<file path="src/rtl/fir_tap_sequencer.sv">
// Tap-loop sequencer for the FP16 FIR: owns the delay-line write pointer, walks the
// taps issuing delay/coefficient read addresses and MAC strobes, and arbitrates coefficient loads.
module fir_tap_sequencer #(
    parameter int MAC_LAT    = 3,
    parameter int DEPTH_LOG2 = 6
) (
    input  logic                  clk1,
    input  logic                  rst,
    input  logic                  valid_in,
    output logic                  in_ready,
    input  logic [6:0]            ntaps,
    input  logic                  cload,
    input  logic [DEPTH_LOG2-1:0] caddr,
    output logic                  cload_ready,
    output logic                  cwe,
    output logic [DEPTH_LOG2-1:0] cwaddr,
    output logic                  dwe,
    output logic [DEPTH_LOG2-1:0] dwaddr,
    output logic [DEPTH_LOG2-1:0] rd_daddr,
    output logic [DEPTH_LOG2-1:0] rd_caddr,
    output logic                  mac_en,
    output logic                  mac_clr,
    output logic                  mac_last,
    output logic                  valid,
    output logic                  busy,
    output logic [1:0]            dbg_state
);

    localparam int AW = DEPTH_LOG2;
    localparam logic [6:0] DEPTH_N    = 7'(1 << DEPTH_LOG2);
    localparam logic [3:0] DRAIN_LAST = (MAC_LAT > 0) ? 4'(MAC_LAT - 1) : 4'd0;

    localparam logic [1:0] ST_IDLE  = 2'd0;
    localparam logic [1:0] ST_RUN   = 2'd1;
    localparam logic [1:0] ST_DRAIN = 2'd2;

    logic [1:0]    state_q, state_d;
    logic [AW-1:0] wptr_q, wptr_d;
    logic [AW-1:0] base_q, base_d;
    logic [6:0]    n_q, n_d;
    logic [6:0]    k_q, k_d;
    logic [3:0]    drain_q, drain_d;
    logic [AW-1:0] rd_daddr_q, rd_daddr_d;
    logic [AW-1:0] rd_caddr_q, rd_caddr_d;
    logic          mac_en_q, mac_en_d;
    logic          mac_clr_q, mac_clr_d;
    logic          mac_last_q, mac_last_d;
    logic          valid_q, valid_d;
    logic [6:0]    eff_n;
    logic          idle;

    // Coefficient load has priority over a sample when both arrive while idle.
    assign idle        = (state_q == ST_IDLE);
    assign cload_ready = idle;
    assign in_ready    = idle & ~cload;
    assign cwe         = cload & idle;
    assign cwaddr      = caddr;
    assign dwe         = valid_in & in_ready;
    assign dwaddr      = wptr_q;
    assign eff_n       = ((ntaps == 7'd0) || (ntaps > DEPTH_N)) ? DEPTH_N : ntaps;

    assign rd_daddr  = rd_daddr_q;
    assign rd_caddr  = rd_caddr_q;
    assign mac_en    = mac_en_q;
    assign mac_clr   = mac_clr_q;
    assign mac_last  = mac_last_q;
    assign valid     = valid_q;
    assign busy      = ~idle;
    assign dbg_state = state_q;

    always_comb begin
        state_d    = state_q;
        wptr_d     = wptr_q;
        base_d     = base_q;
        n_d        = n_q;
        k_d        = k_q;
        drain_d    = drain_q;
        rd_daddr_d = rd_daddr_q;
        rd_caddr_d = rd_caddr_q;
        mac_en_d   = 1'b0;
        mac_clr_d  = 1'b0;
        mac_last_d = 1'b0;
        valid_d    = 1'b0;
        case (state_q)
            ST_IDLE: begin
                if (dwe) begin
                    // The tap-0 strobes are set up here so they appear in the first RUN cycle.
                    base_d     = wptr_q;
                    n_d        = eff_n;
                    wptr_d     = wptr_q + 1'b1;
                    k_d        = 7'd0;
                    state_d    = ST_RUN;
                    rd_daddr_d = wptr_q;
                    rd_caddr_d = '0;
                    mac_en_d   = 1'b1;
                    mac_clr_d  = 1'b1;
                    mac_last_d = (eff_n == 7'd1);
                end
            end
            ST_RUN: begin
                if (k_q == n_q - 7'd1) begin
                    if (MAC_LAT == 0) begin
                        valid_d = 1'b1;
                        state_d = ST_IDLE;
                    end else begin
                        drain_d = 4'd0;
                        state_d = ST_DRAIN;
                    end
                end else begin
                    k_d        = k_q + 7'd1;
                    rd_daddr_d = base_q - AW'(k_q + 7'd1);
                    rd_caddr_d = AW'(k_q + 7'd1);
                    mac_en_d   = 1'b1;
                    mac_last_d = (k_q + 7'd2 == n_q);
                end
            end
            ST_DRAIN: begin
                if (drain_q == DRAIN_LAST) begin
                    valid_d = 1'b1;
                    drain_d = 4'd0;
                    state_d = ST_IDLE;
                end else begin
                    drain_d = drain_q + 4'd1;
                end
            end
            default: state_d = ST_IDLE;
        endcase
    end

    always_ff @(posedge clk1) begin
        if (rst) begin
            state_q    <= ST_IDLE;
            wptr_q     <= '0;
            base_q     <= '0;
            n_q        <= 7'd0;
            k_q        <= 7'd0;
            drain_q    <= 4'd0;
            rd_daddr_q <= '0;
            rd_caddr_q <= '0;
            mac_en_q   <= 1'b0;
            mac_clr_q  <= 1'b0;
            mac_last_q <= 1'b0;
            valid_q    <= 1'b0;
        end else begin
            state_q    <= state_d;
            wptr_q     <= wptr_d;
            base_q     <= base_d;
            n_q        <= n_d;
            k_q        <= k_d;
            drain_q    <= drain_d;
            rd_daddr_q <= rd_daddr_d;
            rd_caddr_q <= rd_caddr_d;
            mac_en_q   <= mac_en_d;
            mac_clr_q  <= mac_clr_d;
            mac_last_q <= mac_last_d;
            valid_q    <= valid_d;
        end
    end

endmodule

</file>
<file path="config.mk">
export PLATFORM = sky130hd
export DESIGN_NAME = fir_tap_sequencer
export DESIGN_NICKNAME = d
export VERILOG_FILES = /design/src/rtl/fir_tap_sequencer.sv
export SDC_FILE = /design/constraint.sdc
export NUM_CORES = 1
export LEC_CHECK = 0
export BUFFER_PORTS_ARGS = -buffer_cell sky130_fd_sc_hd__buf_2
export CORE_UTILIZATION = 47
export DETAILED_ROUTE_END_ITERATION = 10
export PLACE_DENSITY_LB_ADDON = 0.15
export SETUP_SLACK_MARGIN = 0.4
export SKIP_LAST_GASP = 1
export SYNTH_ARGS = -nofsm -noshare
export SYNTH_HDL_FRONTEND = slang
export SYNTH_SLANG_ARGS = --single-unit
</file>
<file path="constraint.sdc">
create_clock -name clk1 -period 3.8 [get_ports clk1]
set_clock_uncertainty 0.15 [all_clocks]
set_input_delay 0.76 -clock clk1 [delete_from_list [all_inputs] [get_ports clk1]]
set_output_delay 0.76 -clock clk1 [all_outputs]
set_load 0.02 [all_outputs]
</file>
Word-level counts from Yosys, hierarchy flattened:

Index checks and enable logic that the tools add are counted.

* register bits after elaboration: 48
* input bits: 17

* add/subtract/negate cells: 6
* order comparisons: 1
* equality and inequality tests: 10
* multiplexer cells: 24
* bitwise gates (word level): 6
* reduce and logical (&&, ||, !) cells: 11

Operator list (count)
* two-way mux 6 bit: 4
* one-hot mux 6 bit (2 select lines): 2
* two-way mux 7 bit: 3
* == test 7 bit: 2
* one-hot mux 7 bit (2 select lines): 1
* two-way mux 4 bit: 2
* inequality test 2 bit, second input constant: 4
* one-hot mux 4 bit (2 select lines): 1
* adder 7 x 1 -> 7 bit, second input constant: 1
* adder 7 x 2 -> 7 bit, second input constant: 1
* == test 7 x 1 -> 1 bit, second input constant: 1
* > comparator 7 bit, second input constant: 1
* zero test 7 bit: 1
* subtractor 7 x 1 -> 7 bit, second input constant: 1
* adder 6 x 1 -> 6 bit, second input constant: 1
* two-way mux 2 bit: 3
* one-hot mux 2 bit (3 select lines): 1
* AND reduction 3 bit: 2
* subtractor 6 bit: 1
* two-way mux 1 bit: 5
* adder 4 x 1 -> 4 bit, second input constant: 1
* == test 4 x 2 -> 1 bit, second input constant: 1
* one-hot mux 1 bit (2 select lines): 2
* AND reduction 2 bit: 2
* other kinds (8): 14

Longest topological paths before layout:

Gate-level depths: netlist of the first run.

* word-level depth: 6
* gate-level depth with buffers: 10
* depth with buffers taken out: 10

Worst setup path after synthesis of the first run:

Ideal clock, no wire load.

* path kind: input to output
* start: input port cload
* end: output port dwe
* arrival time: 2.184 ns
* required time: 2.890 ns
* path slack: 0.706 ns
* stages on the path: 5
* buffers on the path: 2
* path through: nor3_1 > nand2_1 > inv_1 > clkbuf_1 > buf_2

* word-level cells in the longest chain between the ends: 3

RTL lines
* start: declaration: RTL line 12 `input logic cload,`
* NOT 1 bit: RTL line 55 `assign in_ready = idle & ~cload;`
* bitwise AND 1 bit: RTL line 55
* bitwise AND 1 bit: RTL line 58 `assign dwe = valid_in & in_ready;`
* end: declaration: RTL line 17 `output logic dwe,`

Every way passes these cells.

Worst setup path after layout of the first run:

Ends and elaborated chain as after synthesis.

==> results of run 1 <==
-- where the power goes --
group	total (W)	switching, W	internal (W)
clock	0.000301	0.000155	0.000146
combinational	0.000136	0.0000850	0.0000512
sequential	0.000464	0.0000128	0.000451
total	0.000901	0.000253	0.000648
-- worst min-delay path, stage by stage (launching register included) --
cell,delay [ps]
dfxtp_1,310
nand2_1,50
o21ai_0,60
-- worst max path at each step --
stage          startpoint  slack [ps]  cells after the start   to
2_1_floorplan       cload         710                      5  dwe
3_3_place_gp        cload        1070                      6  dwe
3_5_place_dp        cload        1080                      6  dwe
4_1_cts             cload        1070                      6  dwe
5_1_grt             cload         950                      6  dwe
6_report            cload        1070                      6  dwe
-- cell type report --
class	instances	area, um^2
Fill cell	532	2380
Tap cell	70	87.6
Clock buffer	6	82.6
Inverter	11	41.3
Timing Repair Buffer	43	225
Sequential cell	42	841
Clock inverter	2	12.5
Multi-Input combinational cell	229	1470
-- registers in the layout, indices dropped and copies added (netlist names) --
name	cells
base_q	6
dbg_state	2
drain_q	4
dwaddr	6
k_q	7
mac_clr	1
mac_en	1
mac_last	1
n_q	7
rd_daddr	6
valid	1
-- metal layers --
| metal | GRT usage | up-vias | routed length (um) |
|---|---|---|---|
| met1 | 0.310 | 1018 | 2790 |
| met2 | 0.362 | 48 | 2720 |
| met4 | 0.0638 | 0 | 36 |
| met5 | 0 | - | 0 |
| met3 | 0.0423 | 4 | 257 |
| li1 | - | 1114 | - |
-- through the flow --
| step | hold WS (ps) | cells | power, W | instance area, um^2 | util |
|---|---|---|---|---|---|
| floorplan | 286 | 311 | 0.000580 | 2520 | - |
| global placement | 293 | 395 | 0.000609 | 2660 | 0.518 |
| detailed placement | 303 | 395 | 0.000611 | 2660 | 0.518 |
| CTS | 314 | 403 | 0.000911 | 2760 | 0.537 |
| global route | 341 | 403 | 0.000947 | 2760 | 0.537 |
| finish | 311 | 403 | 0.000901 | 2760 | 0.537 |
-- cells in the final DEF, fill, tap and decap left out, types with 5 or more instances in the layout --
cell      count
a21oi_1      21
o22ai_1       5
clkbuf_8      6
nor2b_1      10
nand4_1       6
nand3_1       9
xor2_1       12
xnor2_1       8
buf_2        39
o21ai_0      11
nand2_1      49
ha_1         11
dfxtp_1      42
nand3b_1      7
inv_1        11
nor2_1       13
nor3_1       10
-- logic make-up (layout without fill, tap and decap cells) --
logic type	after synthesis	in the layout	share of synthesized area
simple gates	130	130	0.271
buf+inv	40	62	0.0857
xor+xnor	21	21	0.0758
fa+ha+maj	12	12	0.0624
compound gates	64	64	0.163
mux	2	2	0.00892
flops	42	42	0.333
==> impl_results.md, run 1 <==
* Hold Crit Class: reg -> reg
* Core area at 5140 um^2
* Diode count at 0
* Final period util at 0.719
* Max_slew headroom at 0.600
* Synth top cells by count: 49 x nand2_1, 42 x dfxtp_1, 21 x a21oi_1
* Share of the synthesized area in the top cell type at 0.333
* Die X at 75.3 um
* Drt initial violations at 185
* Vias/cell at 5.42
* Hold Path Sink: rd_daddr[0]
* Fin crit period at 2730 ps
* Max Slew Vio Count at 0
* Syn Area/Cell at 8.12 um^2
* PortBufs at 39
* Flops & latches, synth at 42
* Reg clk slew, reported paths at 80 ps
* Via count at 2,184
* DR pass1 iterations at 4
* Post-DP HPWL at 4180 um
* Hold buffer count at CTS at 0
* WS Path Type: in -> out
* Final worst slack at 1070 ps
* Placer Congestion at 0.835
* Total negative slack at 0 ps
* Library cells used by synthesis at 53
* Mapped Area at 2520 um^2
* Postcts setup bufs at 0
* Final antenna-violating net count at 0
* Crit path top cell by count: buf_2
* # clock sinks at 42
* F_max at 366 MHz
* CTS buffer count at 5
* CP bufs+invs at 4
* Synthesis Warnings at 0
* Syn_nets at 340
* RSZ-0062 raised after global routing: no
* Worst reg-to-reg path cell count at 10
* Count of standard-cell rows at 26
* NumNets Final at 361
* I/O pin total at 52
* VDD IR max at 0.197 mV
* Hold Crit Depth at 2
* Status: finished clean
* WP data required at 2890 ps
* Slowest-stage cell, CP: buf_4
* Most frequent cell after synthesis: nand2_1
* Final setup fails at 0
* Power per cell area at 327 nW/um^2
* Post-synth EDFFs at 0
* H-tree Lvls at 2
* Crit path cell chain: buf_2 -> nor3_1 -> nand2_1 -> inv_1 -> buf_4 -> buf_2
* Layout cells sized above 1 at 0.192
* First-pass GRT wire length at 9630 um
* Post-cts resize count at 0
* CP peak stage delay at 240 ps
* Total grt overflow at 0
* Worst-margin pin slew at 599 ps
* Startpoint types: primary input
* Total routed wirelength at 5810 um
* Worst Path Arrival at 1820 ps
* Die area at 5670 um^2
* Critical path endpoint category: output pin
* Reg2reg end: rd_daddr[5]
* Ys flop type: dfxtp_1
* Max clock buf depth at 2
* CP delay by family, top: buffers and inverters
* Synthesis-to-finish area growth at 9.22%
* Sequential area share after synthesis at 0.333
* Final Hold Viols at 0
* Worst R2R Start: k_q[2]
* Worst-path fanout max at 20
* Initial antenna violation count at 0
* Starting Density at 0.491
* Max-Cap Viols at 0
* TritonCTS clock tree: done
* Per-cell routed wire length at 14.4 um
* GRT Util Overall at 0.225
* Synth top area cells: dfxtp_1 33%, nand2_1 7.3%, ha_1 5.5%
* Clk_lat worst skew at 290 ps
* Async set-reset flop share out of synthesis at 0
* FF-to-FF setup slack at 1120 ps
* Die Height at 75.3 um
* Cell taking the most area after synthesis: dfxtp_1
* Static Leak at 1.13 nW
* Hold_sp: rd_daddr[0]
* Pre-CTS setup slack at 1080 ps
* # DRC at 0
* Clock Tree Root: clkbuf_8
* Synthesized netlist cell count at 311
* Vias in the first global route at 1,976
* Largest net degree at the start of global routing at 32
Power figures use the tool's default switching activity.
==> run 2: changes to the inputs <==
Clock period 3.8 ns to 2.2 ns, I/O delays scaled along.
==> run 2 against run 1 <==
The run now ends with setup timing left. Via count is 9.7% higher. Register-to-register slack worse by 1200 ps. Cell count increased by 10%. Clock power rose by 77%. Flip-flop and latch count stayed put. Largest cell class unchanged. Wire length is 17% higher. Total power is 85% higher. First-iteration DRC count down 49%.
==> impl_results.md, run 2 (synthesized netlist as in run 1, its figures left out) <==
* Die Height at 75.3 um
* Final period util at 1.05
* Final setup fails at 9
* CTS buffer count at 5
* Final worst slack at -103 ps
* Met2 WL at 3230 um
* Final antenna-violating net count at 0
* DR pass1 iterations at 4
* Starting Density at 0.491
* VDD IR max at 0.387 mV
* Worst-margin pin slew at 403 ps
* Critical path endpoint category: register
* Max-Cap Viols at 0
* Count of standard-cell rows at 26
* Die area at 5670 um^2
* Violated checks: setup timing
* Static Leak at 1.40 nW
* Most frequent cells in the layout: 46 x nand2_1, 42 x buf_4, 36 x buf_2, 35 x dfxtp_1, 19 x a21oi_1
* WL met1 at 3040 um
* Vias/cell at 5.40
* Post-DP HPWL at 4820 um
* Core area at 5140 um^2
* Worst Path Arrival at 2350 ps
* Largest net degree at the start of global routing at 31
* Drt initial violations at 95
* # clock sinks at 42
* Registers with the most flip-flops: k_q x7, n_q x7
* Startpoint types: register
* Fin crit period at 2300 ps
* Dpl cell area at 2990 um^2
* WS Path Type: reg -> reg
* Max Slew Vio Count at 0
* Layout cells sized above 1 at 0.393
* Worst-path fanout max at 4
* Total routed wirelength at 6770 um
* Commonest non-fill, non-tap cell in the layout: nand2_1
* PortBufs at 39
* TritonCTS clock tree: done
* NumNets Final at 402
* First-pass GRT wire length at 10,600 um
* Synthesis-to-finish area growth at 33.3%
* Via count at 2,396
* Max clock buf depth at 2
* Placer Congestion at 0.812
* Clk_lat worst skew at 300 ps
* Vias in the first global route at 2,190
* # fillers at 457
* Clock Tree Root: clkbuf_8
* Hold Crit Class: in -> reg
* Power per cell area at 496 nW/um^2
* GRT Util Overall at 0.253
* Status: complete, but fails checks
* I/O pin total at 52
* H-tree Lvls at 2
* Met3 WL post-DR at 304 um
* Die X at 75.3 um
* Fin area at 3370 um^2
* Highest routing layer actually used: met4
* Total power at 0.00167 W
* Diode count at 0
* F_max at 434 MHz
* Final Hold Viols at 0
* Initial antenna violation count at 0
* Reg clk slew, reported paths at 80 ps
* RSZ-0062 raised after global routing: yes
* Max_slew headroom at 0.725
* Total grt overflow at 0
* WP data required at 2240 ps
* Per-cell routed wire length at 15.2 um
* # DRC at 0
## run 2: cell count changes in the layout (fill, tap and decap cells not counted), sizes merged
| cell | delta |
|---|---|
| buf | +41 |
## run 2: repair_timing
| action | 4_1_cts | 5_1_grt |
|---|---|---|
| buffers inserted | 8 | 1 |
| endpoints found under the setup margin | 27 | 25 |
| hold buffers | 0 | 0 |
| gates resized for setup | 23 | 22 |
| pin swaps | 10 | 10 |
| gates cloned | 1 | 0 |
## run 2: routing by layer
metal,GRT usage,up-vias
li1,-,1197
met1,0.336,1122
met2,0.405,61
met3,0.0529,16
met4,0.0967,0
met5,0,-
## run 2: report_power, final
group,total (W),switching (W),internal [W]
Clock,0.000533,0.000281,0.000253
Combinational,0.000342,0.000188,0.000154
Sequential,0.000796,0.0000192,0.000777
Total,0.00167,0.000488,0.00118
## run 2: critical path: stages, from the launching register on
cell	delay, ps
dfxtp_2	330
inv_2	70
ha_4	130
or3b_4	400
xor2_1	170
nor3_2	190
buf_4	170
o2111ai_4	130
nand2_2	150
mux2_4	310
## run 2: final timing paths
kind | to | start | cells after the start | slack [ps]
setup reg to reg | rd_daddr[5] | n_q[1] | 9 | -100
setup / recovery | rd_daddr[5] | n_q[1] | 9 | -100
hold / removal | n_q[5] | ntaps[5] | 3 | 270
hold reg to reg | rd_daddr[1] | rd_daddr[1] | 2 | 310
## run 2: cell type report
class / count / area [um^2] / area share
clock buffers: 6 / 82.6 / 0.0245
clock inverters: 2 / 12.5 / 0.00372
inverters: 11 / 46.3 / 0.0138
multi-input cells: 229 / 1690 / 0.502
flip-flops and latches: 42 / 860 / 0.255
well taps: 70 / 87.6 / 0.0260
repair buffers: 84 / 588 / 0.175
## run 2: through the flow
stage | setup TNS, ps | utilization | cells | worst slack, ps | hold WS [ps]
after floorplan | -71.7 | - | 311 | -27.6 | 286
after detailed placement | -573 | 0.582 | 426 | -104 | 297
after CTS | -412 | 0.635 | 443 | -59.1 | 256
final | -388 | 0.655 | 444 | -103 | 267
after global routing | -1590 | 0.655 | 444 | -181 | 264
after global placement | -62.7 | 0.582 | 426 | -31.9 | 293
==> run 3: changes to the inputs <==
Settings changed: CTS_BUF_LIST set to sky130_fd_sc_hd__clkbuf_16.
==> run 3 against run 2 <==
The flow still finishes with violations (setup timing). Critical path depth unchanged. Total power up 10%. Core utilization up 0.88 points. Combinational power down 4%. Cell count down 0.23%. Via count down 0.63%.
==> impl_results.md, run 3 (synthesized netlist as in run 1, its figures left out) <==
* Status: complete, but fails checks
* Violated checks: setup timing
* Reg clk slew, reported paths at 60 ps
* DR pass1 iterations at 4
* Final period util at 1.04
* Gate power share at 0.179
* Net Sw Frac at 0.272
* Layout cells sized above 1 at 0.389
* Power per cell area at 540 nW/um^2
* Critical path endpoint category: register
* Busiest grt layer: met2
* H-tree Lvls at 2
* Worst-path fanout max at 4
* Hold buffer count at CTS at 0
* F_max at 436 MHz
* # clock sinks at 42
* WP data required at 2220 ps
* Registers with the most flip-flops: k_q x7, n_q x7
* Die X at 75.3 um
* Max Slew Vio Count at 0
* Net Switching at 0.000502 W
* Hold_ws at 286 ps
* Most frequent cells in the layout: 46 x nand2_1, 40 x buf_4, 38 x buf_2, 35 x dfxtp_1, 20 x a21oi_1
* Placer Congestion at 0.812
* DP Cell Count at 426
* TritonCTS clock tree: done
* Layout Utilization at 0.664
* Total negative slack at -422 ps
* Starting Density at 0.491
* Core area at 5140 um^2
* Initial antenna violation count at 0
* Post-DP HPWL at 4820 um
* Max clock buf depth at 2
* Commonest non-fill, non-tap cell in the layout: nand2_1
* Final Hold Viols at 0
* Static Leak at 1.41 nW
* FF-to-FF setup slack at -90 ps
* Sequential Power Share at 0.433
* Vias/cell at 5.37
* Met3 usage at 0.0331
* Final setup fails at 12
* Total grt overflow at 0
* Synthesis-to-finish area growth at 35.1%
* Drt initial violations at 96
* Fin crit period at 2290 ps
* Final antenna-violating net count at 0
* Max-Cap Viols at 0
* Non-Filler Instances at 443
* CTS buffer count at 5
* Hold Crit Class: in -> reg
* Max_slew headroom at 0.748
* Clock power frac at 0.388
* NumNets Final at 401
* Clk_lat worst skew at 280 ps
* Worst Path Arrival at 2320 ps
* Vias in the first global route at 2,166
* First-pass GRT wire length at 10,400 um
* VDD IR max at 0.441 mV
* Die area at 5670 um^2
* Largest net degree at the start of global routing at 31
* WS Path Type: reg -> reg
* Die Height at 75.3 um
* Per-cell routed wire length at 14.9 um
* Diode count at 0
* GRT met1 Usage at 0.335
* # DRC at 0
* Clock Tree Root: clkbuf_16
* Count of standard-cell rows at 26
* I/O pin total at 52
* RSZ-0062 raised after global routing: yes
* Internal at 0.00134 W
* Total routed wirelength at 6610 um
* GRT Util Overall at 0.249
* Met2 Usage GRT at 0.399
* PortBufs at 39
* Final worst slack at -94.0 ps
* Via count at 2,381
* Startpoint types: register
* Worst-margin pin slew at 368 ps
[run 3: area by class of cell]
class	instances	area (um^2)
Fill cell	441	1730
Multi-Input combinational cell	229	1710
Sequential cell	42	857
Timing Repair Buffer	83	572
Clock buffer	5	125
Tap cell	70	87.6
Inverter	11	43.8
Clock inverter	3	16.3
[run 3: final timing paths]
check                                   end  cells past startpoint       from
worst max-delay path            rd_daddr[5]                      9     k_q[0]
worst min-delay path                 n_q[5]                      3   ntaps[5]
worst max register to register  rd_daddr[5]                      9     k_q[0]
worst min register to register    base_q[0]                      2  base_q[0]
[run 3: per-layer routing]
metal,wire length [um],up-vias
met5,0,-
met4,146,0
li1,-,1194
met3,209,11
met2,3130,49
met1,3130,1127
[run 3: metrics by stage]
step	worst slack, ps	total power, W	cell area (um^2)
after floorplan	-27.6	0.00102	2610
after global placement	-31.9	0.00110	2990
after detailed placement	-104	0.00110	2990
after CTS	-27.9	0.00183	3280
after global routing	-157	0.00192	3410
final	-94.0	0.00184	3410
[run 3: power groups by stage]
| stage | Combinational [W] | Clock [W] | Sequential (W) |
|---|---|---|---|
| final | 0.000330 | 0.000714 | 0.000798 |
| after global routing | 0.000362 | 0.000761 | 0.000800 |
| after CTS | 0.000307 | 0.000727 | 0.000799 |
| after detailed placement | 0.000286 | 0 | 0.000817 |
| after global placement | 0.000281 | 0 | 0.000817 |
| after floorplan | 0.000187 | 0 | 0.000830 |
[run 3: timing repair]
action                                  CTS  global route
endpoints found under the setup margin   27            24
cloned                                    1             0
hold endpoints to repair                  0             0
buffers inserted                          7             1
resized for setup                        18            22
pin swaps                                10            15
[run 3: worst max-delay path, stage by stage (launching register included)]
cell and delay [ps]:
dfxtp_4 370, ha_4 300, inv_4 40, ha_4 220
nor2b_4 120, o31a_1 340, o22ai_2 150, xnor2_1 140
a21oi_1 90, mux2_4 270
